**config.mk**
```make
export PLATFORM = sky130hd
export DESIGN_NAME = conv_encoder_tx_flat
export DESIGN_NICKNAME = d
export VERILOG_FILES = /design/src/rtl/conv_pkg.sv /design/src/rtl/conv_encoder_tx_if.sv /design/src/rtl/conv_enc_step.sv /design/src/rtl/conv_encoder_tx.sv /design/src/flat_wrapper.sv
export SDC_FILE = /design/constraint.sdc
export NUM_CORES = 1
export LEC_CHECK = 0
export CAP_MARGIN = 10
export CELL_PAD_IN_SITES_DETAIL_PLACEMENT = 1
export CELL_PAD_IN_SITES_GLOBAL_PLACEMENT = 1
export CORE_ASPECT_RATIO = 1.2
export CORE_MARGIN = 2
export CORE_UTILIZATION = 41
export DETAILED_ROUTE_END_ITERATION = 6
export PLACE_DENSITY = 0.89
export SYNTH_ARGS = -nofsm -noshare
export SYNTH_HDL_FRONTEND = slang
export SYNTH_HIERARCHICAL = 1
export SYNTH_SLANG_ARGS = --single-unit
```
**constraint.sdc**
```tcl
create_clock -name clk -period 3.21 [get_ports clk]
set_input_delay 0.642 -clock clk [delete_from_list [all_inputs] [get_ports clk]]
set_output_delay 0.642 -clock clk [all_outputs]
set_load 0.005 [all_outputs]
```
**src/rtl/conv_pkg.sv**
```systemverilog
// Shared constants, types and the generator-polynomial helper for the
// rate-1/2 K=3 convolutional encoder (G0=111, G1=101).
package conv_pkg;

  localparam int         K        = 3;
  localparam logic [2:0] G0       = 3'b111;
  localparam logic [2:0] G1       = 3'b101;
  localparam int         TAIL_LEN = 2;

  typedef enum logic [1:0] {
    IDLE,
    DATA,
    TAIL
  } enc_state_t;

  typedef logic [1:0] sym_t;

  // Tap vector is {u, s[0], s[1]}: MSB of a generator multiplies the newest bit.
  function automatic sym_t conv_sym(input logic u, input logic [1:0] s);
    logic [K-1:0] taps;
    taps = {u, s[0], s[1]};
    return {^(taps & G0), ^(taps & G1)};
  endfunction

endpackage

```
**src/rtl/conv_encoder_tx_if.sv**
```systemverilog
// Frame-in / symbol-out handshake bundle of conv_encoder_tx.
// master = encoder side, slave = frame producer / symbol consumer side.
interface conv_encoder_tx_if #(
  parameter int DATA_W = 8
);
  import conv_pkg::*;

  logic              frame_valid_i;
  logic              frame_ready_o;
  logic [DATA_W-1:0] frame_data_i;
  logic              sym_valid_o;
  logic              sym_ready_i;
  sym_t              sym_o;
  logic              sym_last_o;
  logic              busy_o;

  modport master (
    input  frame_valid_i,
    input  frame_data_i,
    input  sym_ready_i,
    output frame_ready_o,
    output sym_valid_o,
    output sym_o,
    output sym_last_o,
    output busy_o
  );

  modport slave (
    output frame_valid_i,
    output frame_data_i,
    output sym_ready_i,
    input  frame_ready_o,
    input  sym_valid_o,
    input  sym_o,
    input  sym_last_o,
    input  busy_o
  );

endinterface

```
**src/rtl/conv_enc_step.sv**
```systemverilog
// One trellis step of the shift-left K=3 encoder: (u, s) -> (symbol, next state).
module conv_enc_step
  import conv_pkg::*;
(
  input  logic       u,
  input  logic [1:0] s,
  output sym_t       sym,
  output logic [1:0] s_next
);

  assign sym    = conv_sym(u, s);
  assign s_next = {s[0], u};

endmodule

```
**src/rtl/conv_encoder_tx.sv**
```systemverilog
// Rate-1/2 K=3 convolutional encoder: accepts a frame, emits one 2-bit symbol per cycle.
// Define CONV_TAIL_EN to append two zero-tail symbols per frame and restart from S0.
module conv_encoder_tx
  import conv_pkg::*;
#(
  parameter int DATA_W = 8
) (
  input logic               clk,
  input logic               rst,
  conv_encoder_tx_if.master bus
);

  localparam int              CNT_W     = $clog2(DATA_W + TAIL_LEN);
  localparam logic [CNT_W-1:0] LAST_DATA = CNT_W'(DATA_W - 1);
`ifdef CONV_TAIL_EN
  localparam logic [CNT_W-1:0] TAIL_LAST = CNT_W'(TAIL_LEN - 1);
  localparam logic [CNT_W-1:0] TAIL_PRE  = CNT_W'(TAIL_LEN - 2);
`else
  localparam logic [CNT_W-1:0] LAST_PRE  = CNT_W'(DATA_W - 2);
`endif

  enc_state_t        state_reg;
  logic [DATA_W-2:0] rem_reg;
  logic [1:0]        s_reg;
  logic [CNT_W-1:0]  cnt_reg;
  sym_t              sym_reg;
  logic              sym_valid_reg;
  logic              sym_last_reg;
  logic              frame_ready_reg;
  logic              busy_reg;

  logic              xfer;
  logic              u_in;
  logic [1:0]        s_in;
  logic [1:0]        s_start;
  sym_t              step_sym;
  logic [1:0]        step_s_next;

  // s_reg is the state after the symbol currently held in sym_reg, so a single
  // step instance precomputes the next symbol for either acceptance or a transfer.
`ifdef CONV_TAIL_EN
  assign s_start = 2'b00;
`else
  assign s_start = s_reg;
`endif

  assign xfer = sym_valid_reg && bus.sym_ready_i;

  always_comb begin
    u_in = rem_reg[DATA_W-2];
    s_in = s_reg;
    if (state_reg == IDLE) begin
      u_in = bus.frame_data_i[DATA_W-1];
      s_in = s_start;
    end
  end

  conv_enc_step u_step (
    .u      (u_in),
    .s      (s_in),
    .sym    (step_sym),
    .s_next (step_s_next)
  );

  always_ff @(posedge clk) begin
    if (rst) begin
      state_reg       <= IDLE;
      rem_reg         <= '0;
      s_reg           <= 2'b00;
      cnt_reg         <= '0;
      sym_reg         <= 2'b00;
      sym_valid_reg   <= 1'b0;
      sym_last_reg    <= 1'b0;
      frame_ready_reg <= 1'b1;
      busy_reg        <= 1'b0;
    end else begin
      case (state_reg)
        IDLE: begin
          if (bus.frame_valid_i && frame_ready_reg) begin
            rem_reg         <= bus.frame_data_i[DATA_W-2:0];
            cnt_reg         <= '0;
            sym_reg         <= step_sym;
            s_reg           <= step_s_next;
            sym_valid_reg   <= 1'b1;
            sym_last_reg    <= 1'b0;
            frame_ready_reg <= 1'b0;
            busy_reg        <= 1'b1;
            state_reg       <= DATA;
          end
        end

        DATA: begin
          if (xfer) begin
            if (cnt_reg == LAST_DATA) begin
`ifdef CONV_TAIL_EN
              // rem_reg is all zeros by now, so the step encodes the first tail bit.
              cnt_reg      <= '0;
              sym_reg      <= step_sym;
              s_reg        <= step_s_next;
              rem_reg      <= rem_reg << 1;
              sym_last_reg <= 1'b0;
              state_reg    <= TAIL;
`else
              sym_valid_reg   <= 1'b0;
              sym_last_reg    <= 1'b0;
              frame_ready_reg <= 1'b1;
              busy_reg        <= 1'b0;
              state_reg       <= IDLE;
`endif
            end else begin
              cnt_reg <= cnt_reg + 1'b1;
              sym_reg <= step_sym;
              s_reg   <= step_s_next;
              rem_reg <= rem_reg << 1;
`ifdef CONV_TAIL_EN
              sym_last_reg <= 1'b0;
`else
              sym_last_reg <= (cnt_reg == LAST_PRE);
`endif
            end
          end
        end

`ifdef CONV_TAIL_EN
        TAIL: begin
          if (xfer) begin
            if (cnt_reg == TAIL_LAST) begin
              sym_valid_reg   <= 1'b0;
              sym_last_reg    <= 1'b0;
              frame_ready_reg <= 1'b1;
              busy_reg        <= 1'b0;
              state_reg       <= IDLE;
            end else begin
              cnt_reg      <= cnt_reg + 1'b1;
              sym_reg      <= step_sym;
              s_reg        <= step_s_next;
              rem_reg      <= rem_reg << 1;
              sym_last_reg <= (cnt_reg == TAIL_PRE);
            end
          end
        end
`endif

        default: begin
          state_reg       <= IDLE;
          sym_valid_reg   <= 1'b0;
          sym_last_reg    <= 1'b0;
          frame_ready_reg <= 1'b1;
          busy_reg        <= 1'b0;
        end
      endcase
    end
  end

  assign bus.frame_ready_o = frame_ready_reg;
  assign bus.sym_valid_o   = sym_valid_reg;
  assign bus.sym_o         = sym_reg;
  assign bus.sym_last_o    = sym_last_reg;
  assign bus.busy_o        = busy_reg;

endmodule

```
**src/flat_wrapper.sv**
```systemverilog
// flat-port wrapper written by rule: the top's interface ports become plain ports
module conv_encoder_tx_flat import conv_pkg::*;
#(
  parameter int DATA_W = 8
)
  (clk, rst, bus_frame_valid_i, bus_frame_data_i, bus_sym_ready_i, bus_frame_ready_o, bus_sym_valid_o, bus_sym_o, bus_sym_last_o, bus_busy_o);
  conv_encoder_tx_if #(.DATA_W(DATA_W)) bus_i ();
  input logic clk;
  input logic rst;
  input wire logic [$bits(bus_i.frame_valid_i)-1:0] bus_frame_valid_i;
  input wire logic [$bits(bus_i.frame_data_i)-1:0] bus_frame_data_i;
  input wire logic [$bits(bus_i.sym_ready_i)-1:0] bus_sym_ready_i;
  output wire logic [$bits(bus_i.frame_ready_o)-1:0] bus_frame_ready_o;
  output wire logic [$bits(bus_i.sym_valid_o)-1:0] bus_sym_valid_o;
  output wire logic [$bits(bus_i.sym_o)-1:0] bus_sym_o;
  output wire logic [$bits(bus_i.sym_last_o)-1:0] bus_sym_last_o;
  output wire logic [$bits(bus_i.busy_o)-1:0] bus_busy_o;
  assign bus_i.frame_valid_i = bus_frame_valid_i;
  assign bus_i.frame_data_i = bus_frame_data_i;
  assign bus_i.sym_ready_i = bus_sym_ready_i;
  assign bus_frame_ready_o = bus_i.frame_ready_o;
  assign bus_sym_valid_o = bus_i.sym_valid_o;
  assign bus_sym_o = bus_i.sym_o;
  assign bus_sym_last_o = bus_i.sym_last_o;
  assign bus_busy_o = bus_i.busy_o;
  conv_encoder_tx #(.DATA_W(DATA_W)) u_core (.clk(clk), .rst(rst), .bus(bus_i));
endmodule
```
==> results.json, run 1 <==
{
  "final_cell_mix": "18 x dfxtp_1, 17 x clkdlybuf4s50_1, 11 x nand2b_1",
  "synthTopCellsByArea": "dfxtp_1 35%, mux2_2 7.7%, nand2b_1 6.7%",
  "layout_commonest_cell": "dfxtp_1",
  "final_nets": 137,
  "top_layer": "met4",
  "irDropWorstVdd_v": 0.0003199,
  "dieArea_um2": 2927,
  "largest_reg_flops": 7,
  "arrival_ns": 1.78,
  "tns_ns": 0,
  "hp-class": "register to register",
  "cts-root-buf": "clkbuf_4",
  "synth.top_cell.area_share_pct": 35.04,
  "setup.worst_path.start_class": "register",
  "cts.htree.levels": 1,
  "drt_pass1_iterations": 4,
  "yosysWarnings": 6,
  "wl_met1_um": 993,
  "slowest_delay_ns": 0.85,
  "vias": 846,
  "setup_ws_ns": 0.7833,
  "grt_overflow": 0,
  "die_x_um": 49.72,
  "start_util_pct": 44.15,
  "antenna_found_initial": 0,
  "max_slew_margin_pct": 47.88,
  "tightest_slew_ns": 0.7808,
  "fin_area_um2": 1209,
  "post-cts-setup-buffers": 0,
  "fin_util_pct": 51.88,
  "status": "finished clean",
  "row_count": 19,
  "postRouteAntennaNets": 0,
  "min_period_over_period_pct": 75.60,
  "cp_top_family": "flip-flops",
  "routed_wl_um": 2299,
  "pre_cts_ws_ns": 0.7929,
  "synth_top_area_cell": "dfxtp_1",
  "clk-insertion-delay-late_ns": 0.29,
  "synthesis.nets": 126,
  "via_per_inst": 5.529,
  "syn_area_per_cell_um2": 9.183,
  "cts_buffers": 3,
  "netlist_area_um2": 1028,
  "ios": 18,
  "clk_pin_slew_ns": 0.11,
  "core-area_um2": 2330,
  "skew_ns": 0.008609,
  "route.met2.wl_um": 1246,
  "synth.distinct_cells": 34,
  "crit_slowest_cell": "dfxtp_1",
  "grt_pass1_vias": 904,
  "grt_max_degree": 25,
  "io_buffers": 17,
  "ys_seq_elements": 18,
  "maxCapViolations": 0,
  "drt_iter0_drc": 12,
  "layout_min_cycle_time_ns": 2.427,
  "cts_resized": 0,
  "drc": 0,
  "report.final.slew_viol_count": 0,
  "worstSetupPathType": "register to output port",
  "grt_pass1_wl_um": 3981,
  "fill_cells": 288,
  "die_y_um": 58.87,
  "diodes": 0,
  "crit_chain": "clkdlybuf4s50_1",
  "p_per_area_nw_per_um2": 426.3,
  "drive_above_1_share_pct": 11.48,
  "synth_cells": 112,
  "dp_hpwl_um": 1640,
  "leakage_nw": 0.4437,
  "critPathBufInv": 1,
  "clockBufferDepth": 2,
  "area_growth_pct": 17.52,
  "crit_path_end_kind": "output port",
  "cts_tree": "built",
  "dpl-instance-area_um2": 1172,
  "finalHoldViolCount": 0,
  "fmax_mhz": 412.1,
  "gp_congestion": 0.7321,
  "grtUsageTotal_pct": 17.62,
  "setup_violations": 0,
  "critPathRequiredTime_ns": 2.57,
  "rsz0062_at_grt": "no",
  "wl_met3_um": 46,
  "crit_path_max_fanout": 22,
  "post_drt_wl_per_cell_um": 15.03,
  "hold_buffers": 0,
  "cts_num_sinks": 18,
  "ys_seq_area_share_pct": 35.04
}
-- per-stage QoR --
step	total power, mW	instances	hold WS (ns)
after global routing	0.5482	153	0.4946
after CTS	0.5208	153	0.4688
after global placement	0.3757	149	0.4417
final	0.5153	153	0.4695
after detailed placement	0.3823	149	0.4537
after floorplan	0.3449	112	0.4304
-- routing by layer --
layer,GRT usage [%],vias to the layer above
met4,7.143,0
met3,2.284,2
li1,-,419
met2,32.00,9
met1,20.92,416
met5,0,-
-- cells by family after synthesis --
group           synth area share, %
simple gates                  21.66
fa+ha+maj                     2.433
mux                           11.56
compound gates                15.82
xor+xnor                      3.163
buf+inv                       10.34
flops                         35.04
-- synthesized netlist by cell type --
cell,instances
o21ai_0,2
clkbuf_1,3
nor2b_1,1
buf_2,3
nand4_1,1
nor4bb_1,1
a21oi_1,7
buf_4,4
a211oi_1,6
o21bai_1,1
buf_6,1
nor3_4,1
a311oi_1,2
xor2_1,1
and4b_4,1
ha_1,2
mux2_2,7
and3b_1,2
mux2i_1,4
o21a_1,1
inv_1,9
nand2_1,4
o211ai_1,1
nand2b_1,11
or3_1,3
o31ai_1,1
xor3_1,1
nor2_1,2
clkbuf_2,1
dfxtp_1,18
nor4_1,6
a21boi_0,1
nand3_1,1
o32ai_1,2
-- worst paths after layout --
check | startpoint | endpoint | slack (ns) | cells past startpoint
worst max-delay path | u_core/bus.busy_o | bus_busy_o | 0.78 | 1
worst min-delay path | u_core/rem_reg[4] | u_core/rem_reg[4] | 0.47 | 2
worst max register to register | u_core/bus.busy_o | u_core/rem_reg[6] | 1.08 | 3
worst min register to register | u_core/rem_reg[4] | u_core/rem_reg[4] | 0.47 | 2
-- layout make-up --
cell class,instances,area (um2),area share [%]
clock buffer,4,36.28,3.002
tap,31,38.79,3.209
sequential,18,360.3,29.81
timing repair buffer,18,177.7,14.70
inverter,9,33.78,2.795
multi-input combinational,73,561.8,46.48
-- power breakdown --
part	internal [mW]	switching, mW	leakage [nW]
Combinational	0.0661	0.0492	0.275
Clock	0.0690	0.0687	0.0210
Sequential	0.243	0.0195	0.148
Total	0.378	0.137	0.444
(Power assumes the default switching activity.)
==> run 2: changes to the inputs <==
CORE_UTILIZATION = 39   (was 41)
PLACE_DENSITY = 0.86   (was 0.89)
clock period = 2.5 ns   (was 3.21 ns; I/O delays follow)
==> run 2 against run 1 <==
First-iteration DRC count shrank 25%. Via count grew 1.7%. Worst setup slack lost 0.36 ns. Die area grew 4.7%. Final cell count grew 3.3%. Register-to-register slack lost 0.48 ns. Sequential cell count is the same. Count of clock-buffer cells in the layout is the same. Combinational power grew 35%. Hold slack lost 0.0064 ns.
==> results.json, run 2 (synthesis results as in run 1) <==
{
  "largest_reg_flops": 7,
  "fmax_mhz": 481.9,
  "crit_slowest_cell": "dfxtp_1",
  "layout_min_cycle_time_ns": 2.075,
  "grt_pass1_wl_um": 4181,
  "tightest_slew_ns": 0.7747,
  "drive_above_1_share_pct": 13.60,
  "core-area_um2": 2527,
  "cp_top_family": "flip-flops",
  "dpl-instance-area_um2": 1197,
  "grt_max_degree": 25,
  "p_per_area_nw_per_um2": 546.1,
  "area_growth_pct": 19.95,
  "clk_pin_slew_ns": 0.10,
  "cts_resized": 0,
  "cts_tree": "built",
  "crit_path_max_fanout": 14,
  "maxCapViolations": 0,
  "postRouteAntennaNets": 0,
  "drt_pass1_iterations": 4,
  "antenna_found_initial": 0,
  "cts_num_sinks": 18,
  "status": "finished clean",
  "cts_buffers": 3,
  "rsz0062_at_grt": "no",
  "final_nets": 140,
  "diodes": 0,
  "hp-class": "register to register",
  "clockBufferDepth": 2,
  "grtUsageTotal_pct": 18.18,
  "max_slew_margin_pct": 48.19,
  "hold_buffers": 0,
  "arrival_ns": 1.58,
  "io_buffers": 17,
  "fin_area_um2": 1234,
  "dp_hpwl_um": 1670,
  "finalHoldViolCount": 0,
  "worstSetupPathType": "register to output port",
  "layout_commonest_cell": "dfxtp_1",
  "clk-insertion-delay-late_ns": 0.30,
  "crit_path_end_kind": "output port",
  "holdWs_ns": 0.4631,
  "report.final.slew_viol_count": 0,
  "cts.htree.levels": 1,
  "vias": 860,
  "critPathBufInv": 1,
  "critPathRequiredTime_ns": 2.00,
  "via_per_inst": 5.443,
  "die_y_um": 60.26,
  "skew_ns": 0.003858,
  "grt_overflow": 0,
  "die_x_um": 50.88,
  "setup.worst_path.start_class": "register",
  "gp_congestion": 0.6651,
  "setup_violations": 0,
  "post_drt_wl_per_cell_um": 14.89,
  "final_cell_mix": "18 x dfxtp_1, 17 x clkdlybuf4s50_1, 11 x nand2b_1",
  "post-cts-setup-buffers": 0,
  "total_power_mw": 0.6737,
  "start_util_pct": 40.69,
  "cts-root-buf": "clkbuf_4",
  "dieArea_um2": 3066,
  "ios": 18,
  "routed_wl_um": 2352,
  "drt_iter0_drc": 9,
  "dpl.cell_count": 154,
  "min_period_over_period_pct": 83.01,
  "drc": 0,
  "instances_no_fill": 158,
  "crit_chain": "clkdlybuf4s50_1",
  "tns_ns": 0,
  "slowest_delay_ns": 0.67,
  "leakage_nw": 0.4590,
  "row_count": 20,
  "grt_pass1_vias": 864,
  "irDropWorstVdd_v": 0.0002765
}
==> run 2: cell types whose count changed in the layout (fill, tap and decap cells not counted) <==
| cell | change |
|---|---|
| buf_4 | +3 |
==> run 2: worst paths after layout <==
kind	depth (start not counted)	to	slack, ns	from
min reg2reg	2	u_core/rem_reg[1]	0.46	u_core/rem_reg[1]
max reg2reg	4	u_core/rem_reg[6]	0.60	u_core/bus.busy_o
max	1	bus_sym_valid_o	0.42	u_core/bus.busy_o
min	2	u_core/rem_reg[1]	0.46	u_core/rem_reg[1]
==> run 2: power breakdown <==
| group | internal (mW) | total (mW) | leakage (nW) | switching, mW |
|---|---|---|---|---|
| Combinational | 0.0884 | 0.155 | 0.290 | 0.0663 |
| Sequential | 0.312 | 0.334 | 0.148 | 0.0219 |
| Clock | 0.0889 | 0.185 | 0.0210 | 0.0963 |
| Total | 0.489 | 0.674 | 0.459 | 0.185 |
==> run 2: layout make-up <==
cell class                      instances  area (um2)
Inverter                                9       33.78
Multi-Input combinational cell         73       561.8
Timing Repair Buffer                   21       200.2
Fill cell                             309        1294
Clock buffer                            4       36.28
Sequential cell                        18       360.3
Tap cell                               33       41.29
==> run 2: layer usage <==
layer / global-route usage (%) / routed length, um
met3: 2.500 / 52
met2: 28.95 / 1152
met1: 24.50 / 1102
met4: 8.108 / 44
met5: 0 / 0
==> run 2: through the flow <==
stage / worst slack (ns) / util, %
floorplan: 0.8953 / -
global placement: 0.5204 / 47.38
detailed placement: 0.4705 / 47.38
CTS: 0.3968 / 48.81
global route: 0.3242 / 48.81
finish: 0.4247 / 48.81
==> run 3: changes to the inputs <==
CORE_UTILIZATION = 35   (was 39)
PLACE_DENSITY = 0.82   (was 0.86)
clock period = 1.9 ns   (was 2.5 ns; I/O delays follow)
==> run 3 against run 2 <==
Power up 25%. Die area rose by 11%. Largest cell class unchanged. Wire length is 3.5% higher. Combinational power up 40%. Global-route usage decreased by 1.2 points. Largest power group unchanged. Critical path type unchanged.
==> results.json, run 3 (synthesis results as in run 1) <==
{
  "antenna_found_initial": 0,
  "vias": 851,
  "clk-insertion-delay-late_ns": 0.29,
  "arrival_ns": 1.44,
  "final_nets": 144,
  "crit_chain": "buf_4, clkdlybuf4s50_1",
  "io_buffers": 17,
  "status": "finished clean",
  "drive_above_1_share_pct": 16.41,
  "report.final.slew_viol_count": 0,
  "cts_buffers": 3,
  "drt_iter0_drc": 6,
  "postRouteAntennaNets": 0,
  "power_frac_seq_pct": 51.6,
  "rsz0062_at_grt": "no",
  "final_cell_mix": "17 x clkdlybuf4s50_1, 17 x dfxtp_1, 11 x nand2b_1",
  "leakage_nw": 0.4716,
  "fmax_mhz": 550.5,
  "skew_ns": 0.002552,
  "fin_util_pct": 44.97,
  "diodes": 0,
  "die_y_um": 63.38,
  "switching_power_mw": 0.2326,
  "core-area_um2": 2785,
  "grt_pass1_wl_um": 4236,
  "sw_frac_of_total_pct": 27.65,
  "dp_hpwl_um": 1867,
  "layout_min_cycle_time_ns": 1.817,
  "start_util_pct": 36.93,
  "cts.htree.levels": 1,
  "clk_pin_slew_ns": 0.10,
  "setup_ws_ns": 0.08346,
  "cts_tree": "built",
  "drt_pass1_iterations": 4,
  "row_count": 21,
  "worstSetupPathType": "register to output port",
  "regToRegSetupSlack_ns": 0.19,
  "routed_wl_um": 2434,
  "clockBufferDepth": 2,
  "wl_met3_um": 56,
  "instances_no_fill": 162,
  "largest_reg_flops": 7,
  "hp-class": "register to register",
  "crit_slowest_cell": "clkdlybuf4s50_1",
  "critPathRequiredTime_ns": 1.52,
  "wl_met1_um": 1009,
  "post_drt_wl_per_cell_um": 15.02,
  "grt_max_degree": 19,
  "crit_path_end_kind": "output port",
  "slowest_delay_ns": 0.53,
  "cts-root-buf": "clkbuf_4",
  "cts_num_sinks": 18,
  "tightest_slew_ns": 0.5831,
  "route.met2.wl_um": 1296,
  "p_per_area_nw_per_um2": 671.7,
  "min_period_over_period_pct": 95.61,
  "pre_cts_ws_ns": -0.1006,
  "tns_ns": 0,
  "drc": 0,
  "ios": 18,
  "setup_violations": 0,
  "dpl-instance-area_um2": 1229,
  "dieArea_um2": 3390,
  "area_growth_pct": 21.78,
  "setup.worst_path.start_class": "register",
  "power_frac_clock_pct": 22.6,
  "maxCapViolations": 0,
  "max_slew_margin_pct": 61.00,
  "total_power_mw": 0.8413,
  "post-cts-setup-buffers": 0,
  "grt_pass1_vias": 934,
  "holdWs_ns": 0.4595,
  "top_layer": "met4",
  "internal_power_mw": 0.6087,
  "via_per_inst": 5.253,
  "gp_congestion": 0.7159,
  "irDropWorstVdd_v": 0.0003306,
  "p_comb_share_pct": 25.8,
  "crit_path_max_fanout": 11,
  "grt_overflow": 0,
  "fill_cells": 348,
  "die_x_um": 53.49,
  "fin_area_um2": 1252,
  "finalHoldViolCount": 0,
  "grtUsageTotal_pct": 16.96,
  "dpl.cell_count": 159
}
-- run 3: cell count changes in the layout (fill, tap and decap cells not counted), sizes merged --
| cell | previous run | this run |
|---|---|---|
| buf | 4 | 8 |
| clkbuf | 4 | 3 |
-- run 3: final timing paths --
path | start | end | cells past startpoint
worst max-delay path | u_core/bus.busy_o | bus_busy_o | 2
worst min register to register | u_core/rem_reg[1] | u_core/rem_reg[1] | 2
worst min-delay path | u_core/rem_reg[1] | u_core/rem_reg[1] | 2
worst max register to register | u_core/cnt_reg[0] | u_core/rem_reg[4] | 4
-- run 3: area by class of cell --
type                            instances  area [um2]  area share (%)
Multi-Input combinational cell         73       561.8           44.86
Sequential cell                        18       361.6           28.87
Timing Repair Buffer                   25       230.2           18.38
Tap cell                               34       42.54           3.397
Inverter                                9       33.78           2.697
Clock buffer                            3       22.52           1.798
-- run 3: power by group through the flow --
stage,registers [mW],logic (mW),clock network [mW]
6_report,0.434,0.217,0.190
3_5_place_dp,0.443,0.219,0
5_1_grt,0.440,0.239,0.214
3_3_place_gp,0.441,0.211,0
4_1_cts,0.435,0.221,0.200
2_1_floorplan,0.437,0.146,0
-- run 3: repair_timing --
action | in CTS | in global routing
hold buffers | 0 | 0
resized for setup | 1 | 0
setup endpoints to repair | 2 | 0
endpoints found under the hold margin | 0 | 0
-- run 3: metal layers --
layer,GRT usage [%],up-vias
met2,29.78,15
met5,0,-
li1,-,427
met4,9.295,0
met3,2.607,7
met1,18.52,402
-- run 3: worst max-delay path, delay by kind of cell (launching register included) --
| kind | cells | cell delay (ns) |
|---|---|---|
| DFF | 1 | 0.40 |
| buffers and inverters | 2 | 0.74 |
